==> config.mk <==
export PLATFORM = sky130hd
export DESIGN_NAME = ccff_stream_loader_flat
export DESIGN_NICKNAME = d
export VERILOG_FILES = /design/src/rtl/ccff_stream_loader_if.sv /design/src/rtl/ccff_stream_loader.sv /design/src/flat_wrapper.sv
export SDC_FILE = /design/constraint.sdc
export NUM_CORES = 1
export LEC_CHECK = 0
export ABC_AREA = 1
export CAP_MARGIN = 20
export CELL_PAD_IN_SITES_DETAIL_PLACEMENT = 1
export CELL_PAD_IN_SITES_GLOBAL_PLACEMENT = 1
export CORE_MARGIN = 5
export CORE_UTILIZATION = 36
export CTS_BUF_LIST = sky130_fd_sc_hd__clkbuf_8
export DETAILED_ROUTE_END_ITERATION = 8
export PLACE_DENSITY_LB_ADDON = 0.1
export SLEW_MARGIN = 20
export SYNTH_ARGS = -nofsm -noshare
export SYNTH_HDL_FRONTEND = slang
export SYNTH_SLANG_ARGS = --single-unit
==> constraint.sdc <==
create_clock -name prog_clk -period 1.4 [get_ports prog_clk]
set_clock_uncertainty 0.05 [all_clocks]
set_input_delay 0.35 -clock prog_clk [delete_from_list [all_inputs] [get_ports prog_clk]]
set_output_delay 0.35 -clock prog_clk [all_outputs]
set_load 0.1 [all_outputs]
==> src/rtl/ccff_stream_loader_if.sv <==
// Handshake and chain-side signals between a bitstream source and the
// configuration-chain loader.
interface ccff_stream_loader_if #(
    parameter int WORD_W = 8,
    parameter int CNT_W  = 16
);
    logic              start;
    logic              verify;
    logic [WORD_W-1:0] word_in;
    logic              word_valid;
    logic              word_ready;
    logic              ccff_head;
    logic              ccff_tail;
    logic              shift_en;
    logic              busy;
    logic              done;
    logic [CNT_W-1:0]  mismatch_cnt;

    modport master (
        output start, verify, word_in, word_valid, ccff_tail,
        input  word_ready, ccff_head, shift_en, busy, done, mismatch_cnt
    );

    modport slave (
        input  start, verify, word_in, word_valid, ccff_tail,
        output word_ready, ccff_head, shift_en, busy, done, mismatch_cnt
    );
endinterface

==> src/rtl/ccff_stream_loader.sv <==
// Serialises bitstream words onto a configuration chain (load pass), or rotates
// the chain through itself while comparing against a re-streamed copy (verify pass).
module ccff_stream_loader #(
    parameter int WORD_W    = 8,
    parameter int CHAIN_LEN = 16,
    parameter int CNT_W     = 16
) (
    input  logic                 prog_clk,
    input  logic                 prog_reset,
    ccff_stream_loader_if.slave  bus
);
    localparam int POS_W = (WORD_W > 1) ? $clog2(WORD_W) : 1;

    typedef enum logic [1:0] {IDLE, FETCH, SHIFT, FINISH} state_t;

    state_t            state, state_nxt;
    logic              mode;
    logic [WORD_W-1:0] shreg;
    logic [CNT_W-1:0]  bitcnt;
    logic [CNT_W-1:0]  mm_cnt;
    logic [POS_W-1:0]  bitpos;
    logic              last_bit;
    logic              word_end;

    function automatic logic [CNT_W-1:0] sat_inc(input logic [CNT_W-1:0] v);
        return (&v) ? v : v + 1'b1;
    endfunction

    assign last_bit = (bitcnt == CNT_W'(CHAIN_LEN - 1));
    assign word_end = (bitpos == POS_W'(WORD_W - 1));

    always_ff @(posedge prog_clk) begin
        if (prog_reset) begin
            state <= IDLE;
        end else begin
            state <= state_nxt;
        end
    end

    always_comb begin
        state_nxt = state;
        case (state)
            IDLE:    if (bus.start) state_nxt = FETCH;
            FETCH:   if (bus.word_valid) state_nxt = SHIFT;
            SHIFT: begin
                if (last_bit) begin
                    state_nxt = FINISH;
                end else if (word_end) begin
                    state_nxt = FETCH;
                end
            end
            FINISH:  state_nxt = IDLE;
            default: state_nxt = IDLE;
        endcase
    end

    always_ff @(posedge prog_clk) begin
        if (prog_reset) begin
            mode   <= 1'b0;
            shreg  <= '0;
            bitcnt <= '0;
            bitpos <= '0;
            mm_cnt <= '0;
        end else begin
            case (state)
                IDLE: begin
                    if (bus.start) begin
                        mode   <= bus.verify;
                        bitcnt <= '0;
                        if (bus.verify) mm_cnt <= '0;
                    end
                end
                FETCH: begin
                    if (bus.word_valid) begin
                        shreg  <= bus.word_in;
                        bitpos <= '0;
                    end
                end
                SHIFT: begin
                    shreg  <= shreg >> 1;
                    bitcnt <= bitcnt + 1'b1;
                    bitpos <= bitpos + 1'b1;
                    if (mode && (bus.ccff_tail != shreg[0])) mm_cnt <= sat_inc(mm_cnt);
                end
                default: ;
            endcase
        end
    end

    // Outputs decode from state only, so word_valid never reaches shift_en;
    // reset gates them so an abandoned pass stops the chain immediately.
    always_comb begin
        bus.word_ready   = 1'b0;
        bus.shift_en     = 1'b0;
        bus.busy         = 1'b0;
        bus.done         = 1'b0;
        bus.ccff_head    = 1'b0;
        bus.mismatch_cnt = '0;
        if (!prog_reset) begin
            bus.word_ready   = (state == FETCH);
            bus.shift_en     = (state == SHIFT);
            bus.busy         = (state != IDLE);
            bus.done         = (state == FINISH);
            bus.mismatch_cnt = mm_cnt;
            if (state == SHIFT) bus.ccff_head = mode ? bus.ccff_tail : shreg[0];
        end
    end
endmodule

==> src/flat_wrapper.sv <==
// flat-port wrapper written by rule: the top's interface ports become plain ports
module ccff_stream_loader_flat 
#(
    parameter int WORD_W    = 8,
    parameter int CHAIN_LEN = 16,
    parameter int CNT_W     = 16
)
  (prog_clk, prog_reset, bus_start, bus_verify, bus_word_in, bus_word_valid, bus_ccff_tail, bus_word_ready, bus_ccff_head, bus_shift_en, bus_busy, bus_done, bus_mismatch_cnt);
  ccff_stream_loader_if #(.WORD_W(WORD_W), .CNT_W(CNT_W)) bus_i ();
  input  logic prog_clk;
  input  logic prog_reset;
  input wire logic [$bits(bus_i.start)-1:0] bus_start;
  input wire logic [$bits(bus_i.verify)-1:0] bus_verify;
  input wire logic [$bits(bus_i.word_in)-1:0] bus_word_in;
  input wire logic [$bits(bus_i.word_valid)-1:0] bus_word_valid;
  input wire logic [$bits(bus_i.ccff_tail)-1:0] bus_ccff_tail;
  output wire logic [$bits(bus_i.word_ready)-1:0] bus_word_ready;
  output wire logic [$bits(bus_i.ccff_head)-1:0] bus_ccff_head;
  output wire logic [$bits(bus_i.shift_en)-1:0] bus_shift_en;
  output wire logic [$bits(bus_i.busy)-1:0] bus_busy;
  output wire logic [$bits(bus_i.done)-1:0] bus_done;
  output wire logic [$bits(bus_i.mismatch_cnt)-1:0] bus_mismatch_cnt;
  assign bus_i.start = bus_start;
  assign bus_i.verify = bus_verify;
  assign bus_i.word_in = bus_word_in;
  assign bus_i.word_valid = bus_word_valid;
  assign bus_i.ccff_tail = bus_ccff_tail;
  assign bus_word_ready = bus_i.word_ready;
  assign bus_ccff_head = bus_i.ccff_head;
  assign bus_shift_en = bus_i.shift_en;
  assign bus_busy = bus_i.busy;
  assign bus_done = bus_i.done;
  assign bus_mismatch_cnt = bus_i.mismatch_cnt;
  ccff_stream_loader #(.WORD_W(WORD_W), .CHAIN_LEN(CHAIN_LEN), .CNT_W(CNT_W)) u_core (.prog_clk(prog_clk), .prog_reset(prog_reset), .bus(bus_i));
endmodule
==> results of run 1 <==
## cells by family after synthesis
group | Yosys count | share of synthesized area
simple gates | 254 | 0.407
buf+inv | 71 | 0.107
compound gates | 52 | 0.114
flops | 46 | 0.348
fa+ha+maj | 4 | 0.0189
mux | 1 | 0.00378
## metrics by stage
stage	cells	instance area [um2]	setup TNS [ns]
after detailed placement	623	4040	-16.51
after CTS	657	4680	-3.68
after global placement	623	4040	-14.30
after floorplan	428	2900	-3.59
## timing repair
item | 4_1_cts
gates cloned | 1
setup buffers | 26
endpoints found under the setup margin | 59
pin swaps | 49
gates resized for setup | 114
==> flow_metrics.py, run 1 <==
metrics = {
    "synthesis": {
        "synth_edf_count": 0,
        "netlist.area_leader.share": 0.348,
        "yosysMostFrequentCell": "nand2_1",
        "yosys_warnings": 0,
        "ys_seq_area_frac": 0.348,
        "synth_nets": 446,
        "synth_cell_types": 31,
        "synth_flop_cell": "dfxtp_1",
        "syn_area_um2": 2650,
        "avgSynthCellArea_um2": 6.18,
        "synthCells": 428,
        "async_reset_ff_frac": 0,
        "synth_common_cells": "nand2_1, nor2_1, inv_1",
        "synthTopCellsByArea": "dfxtp_1, nand2_1, nor2_1, inv_1, nand4_1",
        "synth_top_area_cell": "dfxtp_1",
        "ys_seq_elements": 46,
    },
    "place": {
        "portBuffers": 34,
        "dp_hpwl_um": 7060,
        "place_ws_ns": -0.500,
        "gp_congestion": 0.828,
    },
    "cts": {
        "cts.path.max_buffers": 2,
        "cts-root-buf": "clkbuf_8",
        "cts_buffers": 5,
        "hold_buffers": 0,
        "cts.sinks": 46,
        "htreeDepth": 2,
    },
    "run_status": {
        "flow.stopped_at": "global routing",
        "outcome": "aborted with a tool error",
        "firstError": "[ERROR DPL-0033] detailed placement checks failed during check placement.",
    },
    "timing": {
        "worst_endpoint": "bus_shift_en",
        "worst_endpoint_kind": "primary output",
    },
    "die": {
        "die_h_um": 95.7,
        "io_pins": 35,
        "initial_utilization": 0.367,
        "num_rows": 31,
        "die_w_um": 95.7,
    },
    "global_route": {
        "antenna_found_initial": 0,
        "grt_max_degree": 15,
    },
}
==> inputs of run 2 (changes only) <==
CELL_PAD_IN_SITES_DETAIL_PLACEMENT = unset   (was 1)
CELL_PAD_IN_SITES_GLOBAL_PLACEMENT = unset   (was 1)
CORE_UTILIZATION = 25   (was 36)
CTS_BUF_LIST = unset   (was sky130_fd_sc_hd__clkbuf_8)
PLACE_DENSITY_LB_ADDON = 0.15   (was 0.1)
clock period = 1.8 ns   (was 1.4 ns; I/O delays follow)
==> flow_metrics.py, run 2 <==
metrics = {
    "setup_path": {
        "critPathMaxStageDelay_ns": 0.41,
        "path_cells": "inv_4 > nor2_4 > inv_4 > nor3_4 > buf_12",
        "crit_path_start": "u_core.state[1]",
        "r2r-start": "u_core.mm_cnt[1]",
        "cp_max_fo": 5,
        "arrival_ns": 1.31,
        "critPathBufInv": 3,
        "cp-start-kind": "flop",
        "crit_top_cell": "inv_4",
        "slowest_stage": "dfxtp_4",
        "crit_type": "reg -> out",
        "required_ns": 1.30,
        "endpoint_kind": "output port",
        "cp_top_family": "flip-flops",
    },
    "flow_run": {
        "cap_violations": 0,
    },
    "pwr": {
        "power_density_nw_per_um2": 825,
        "p_leak_uw": 0.00161,
        "peakVddDrop_mv": 0.418,
    },
    "final_layout": {
        "fin_nets": 501,
        "multi_input_comb_area_um2": 1620,
        "final_cell_mix": "nand2_1, nor2_1, inv_1",
        "final_util": 0.375,
        "diodes": 0,
        "drive_above_1_share": 0.207,
        "final_area_um2": 3870,
        "fin_cells": 620,
        "top_regs": "u_core.bitcnt x16, u_core.mm_cnt x16, u_core.shreg x8",
        "seqCellArea_um2": 928,
        "final_common_cell": "nand2_1",
        "fillers": 1068,
        "areaGrowthSynthToFinish_pct": 46.3,
    },
    "timing": {
        "final_hold_viol_count": 0,
        "timing.fmax_mhz": 552,
        "worst_pin_slew_ns": 0.376,
        "final-setup-viol-count": 1,
        "slew_headroom": 0.749,
        "hold_ws_ns": 0.419,
        "rsz0062_at_grt": "yes",
        "fin_crit_ns": 1.81,
        "finalCritPeriodShare": 1.01,
        "setup_ws_ns": -0.0118,
        "finalMaxSlewViolations": 0,
    },
    "global_route": {
        "antenna_found_initial": 0,
        "grt_max_degree": 16,
        "grt_pass1_wl_um": 12500,
        "track_usage": 0.117,
        "first_global_vias": 2724,
        "grt-ovfl-total": 0,
    },
    "synthesis": {
        "syn_area_um2": 2650,
        "netlist.area_leader.share": 0.348,
        "synth_flop_cell": "dfxtp_1",
        "yosysMostFrequentCell": "nand2_1",
        "synthCells": 428,
        "synth_nets": 446,
        "synth_common_cells": "nand2_1, nor2_1, inv_1",
        "ys_seq_elements": 46,
        "avgSynthCellArea_um2": 6.18,
        "ys_seq_area_frac": 0.348,
        "synth_top_area_cell": "dfxtp_1",
        "yosys_warnings": 0,
        "synth_cell_types": 31,
        "synth_edf_count": 0,
        "synthTopCellsByArea": "dfxtp_1, nand2_1, nor2_1, inv_1, nand4_1",
        "async_reset_ff_frac": 0,
    },
    "cts": {
        "clkTransAtPathRegs_ns": 0.10,
        "cts_tree": "done",
        "htreeDepth": 2,
        "cts.sinks": 46,
        "hold_buffers": 0,
        "clk_latency_ns": 0.30,
        "cts-root-buf": "clkbuf_8",
        "cts.path.max_buffers": 2,
        "cts_buffers": 5,
    },
    "die": {
        "die_w_um": 113,
        "io_pins": 35,
        "die_h_um": 113,
        "initial_utilization": 0.256,
        "core_um2": 10300,
        "num_rows": 37,
        "die_area_um2": 12700,
    },
    "route": {
        "drc_errors": 0,
        "avgRoutedWirePerCell_um": 11.5,
        "drt-initial-drc-count": 117,
        "finalWirelength_um": 7110,
        "antenna_left": 0,
        "first_pass_iters": 4,
        "vias": 2764,
        "via_per_inst": 4.46,
    },
    "place": {
        "portBuffers": 34,
        "dp_hpwl_um": 5540,
        "dp_cells": 610,
        "gp_congestion": 0.837,
        "place_area_um2": 3710,
    },
    "run_status": {
        "outcome": "finished, violations left",
        "violations": "negative setup slack",
    },
    "hold_path": {
        "worstHoldStart": "u_core.bitpos[0]",
        "hold_class": "reg -> reg",
    },
}
run 2: cell counts after synthesis:
No cell type changed its count.
run 2: repair_timing:
item                                    CTS  global route
endpoints found under the hold margin     0             0
pin swaps                                 2             3
setup buffers                             1             1
endpoints found under the setup margin    3            24
gates cloned                              0             0
gates resized for setup                  11             4
run 2: cells by family after synthesis:
group | after synthesis | synth area share
DFF | 46 | 0.348
and+or+nand+nor | 254 | 0.407
muxes | 1 | 0.00378
buffers and inverters | 71 | 0.107
adders and majority gates | 4 | 0.0189
AOI/OAI and AO/OA | 52 | 0.114
run 2: layer usage:
metal / routed length [um] / GRT usage / vias up / share of wire
met5: 0 / 0 / - / 0
met4: 66 / 0.0288 / 0 / 0.0093
met3: 258 / 0.0214 / 5 / 0.036
met2: 3260 / 0.198 / 41 / 0.46
met1: 3520 / 0.155 / 1247 / 0.50
li1: - / - / 1471 / -
run 2: cell type report:
| cell class | count | area share |
|---|---|---|
| clock buffers | 6 | 0.0188 |
| repair buffers | 62 | 0.212 |
| multi-input cells | 311 | 0.419 |
| well taps | 136 | 0.0440 |
| flip-flops and latches | 46 | 0.240 |
| inverters | 57 | 0.0566 |
| clock inverters | 2 | 0.00970 |
run 2: where the power goes:
group,internal [uW],switching [uW],leakage (uW)
sequential,1120,89.7,0.000375
clock,415,372,0.0000514
combinational,467,727,0.00118
run 2: stage by stage:
stage          power (uW)  setup WS [ns]  TNS [ns]
2_1_floorplan        1980         -0.282    -0.316
3_3_place_gp         2390         -0.158     -2.71
3_5_place_dp         2400         -0.177     -3.15
4_1_cts              3220        -0.0465   -0.0465
5_1_grt              3380        -0.0782    -0.208
6_report             3190        -0.0118   -0.0118
run 2: final timing paths:
check / end / slack, ns / depth (start not counted)
hold reg to reg: u_core.bitpos[0] / 0.42 / 1
hold / removal: u_core.bitpos[0] / 0.42 / 1
setup reg to reg: u_core.mm_cnt[8] / 0.16 / 9
setup / recovery: bus_ccff_head / -0.01 / 5
Note: power is estimated with default switching activity, not from simulation.
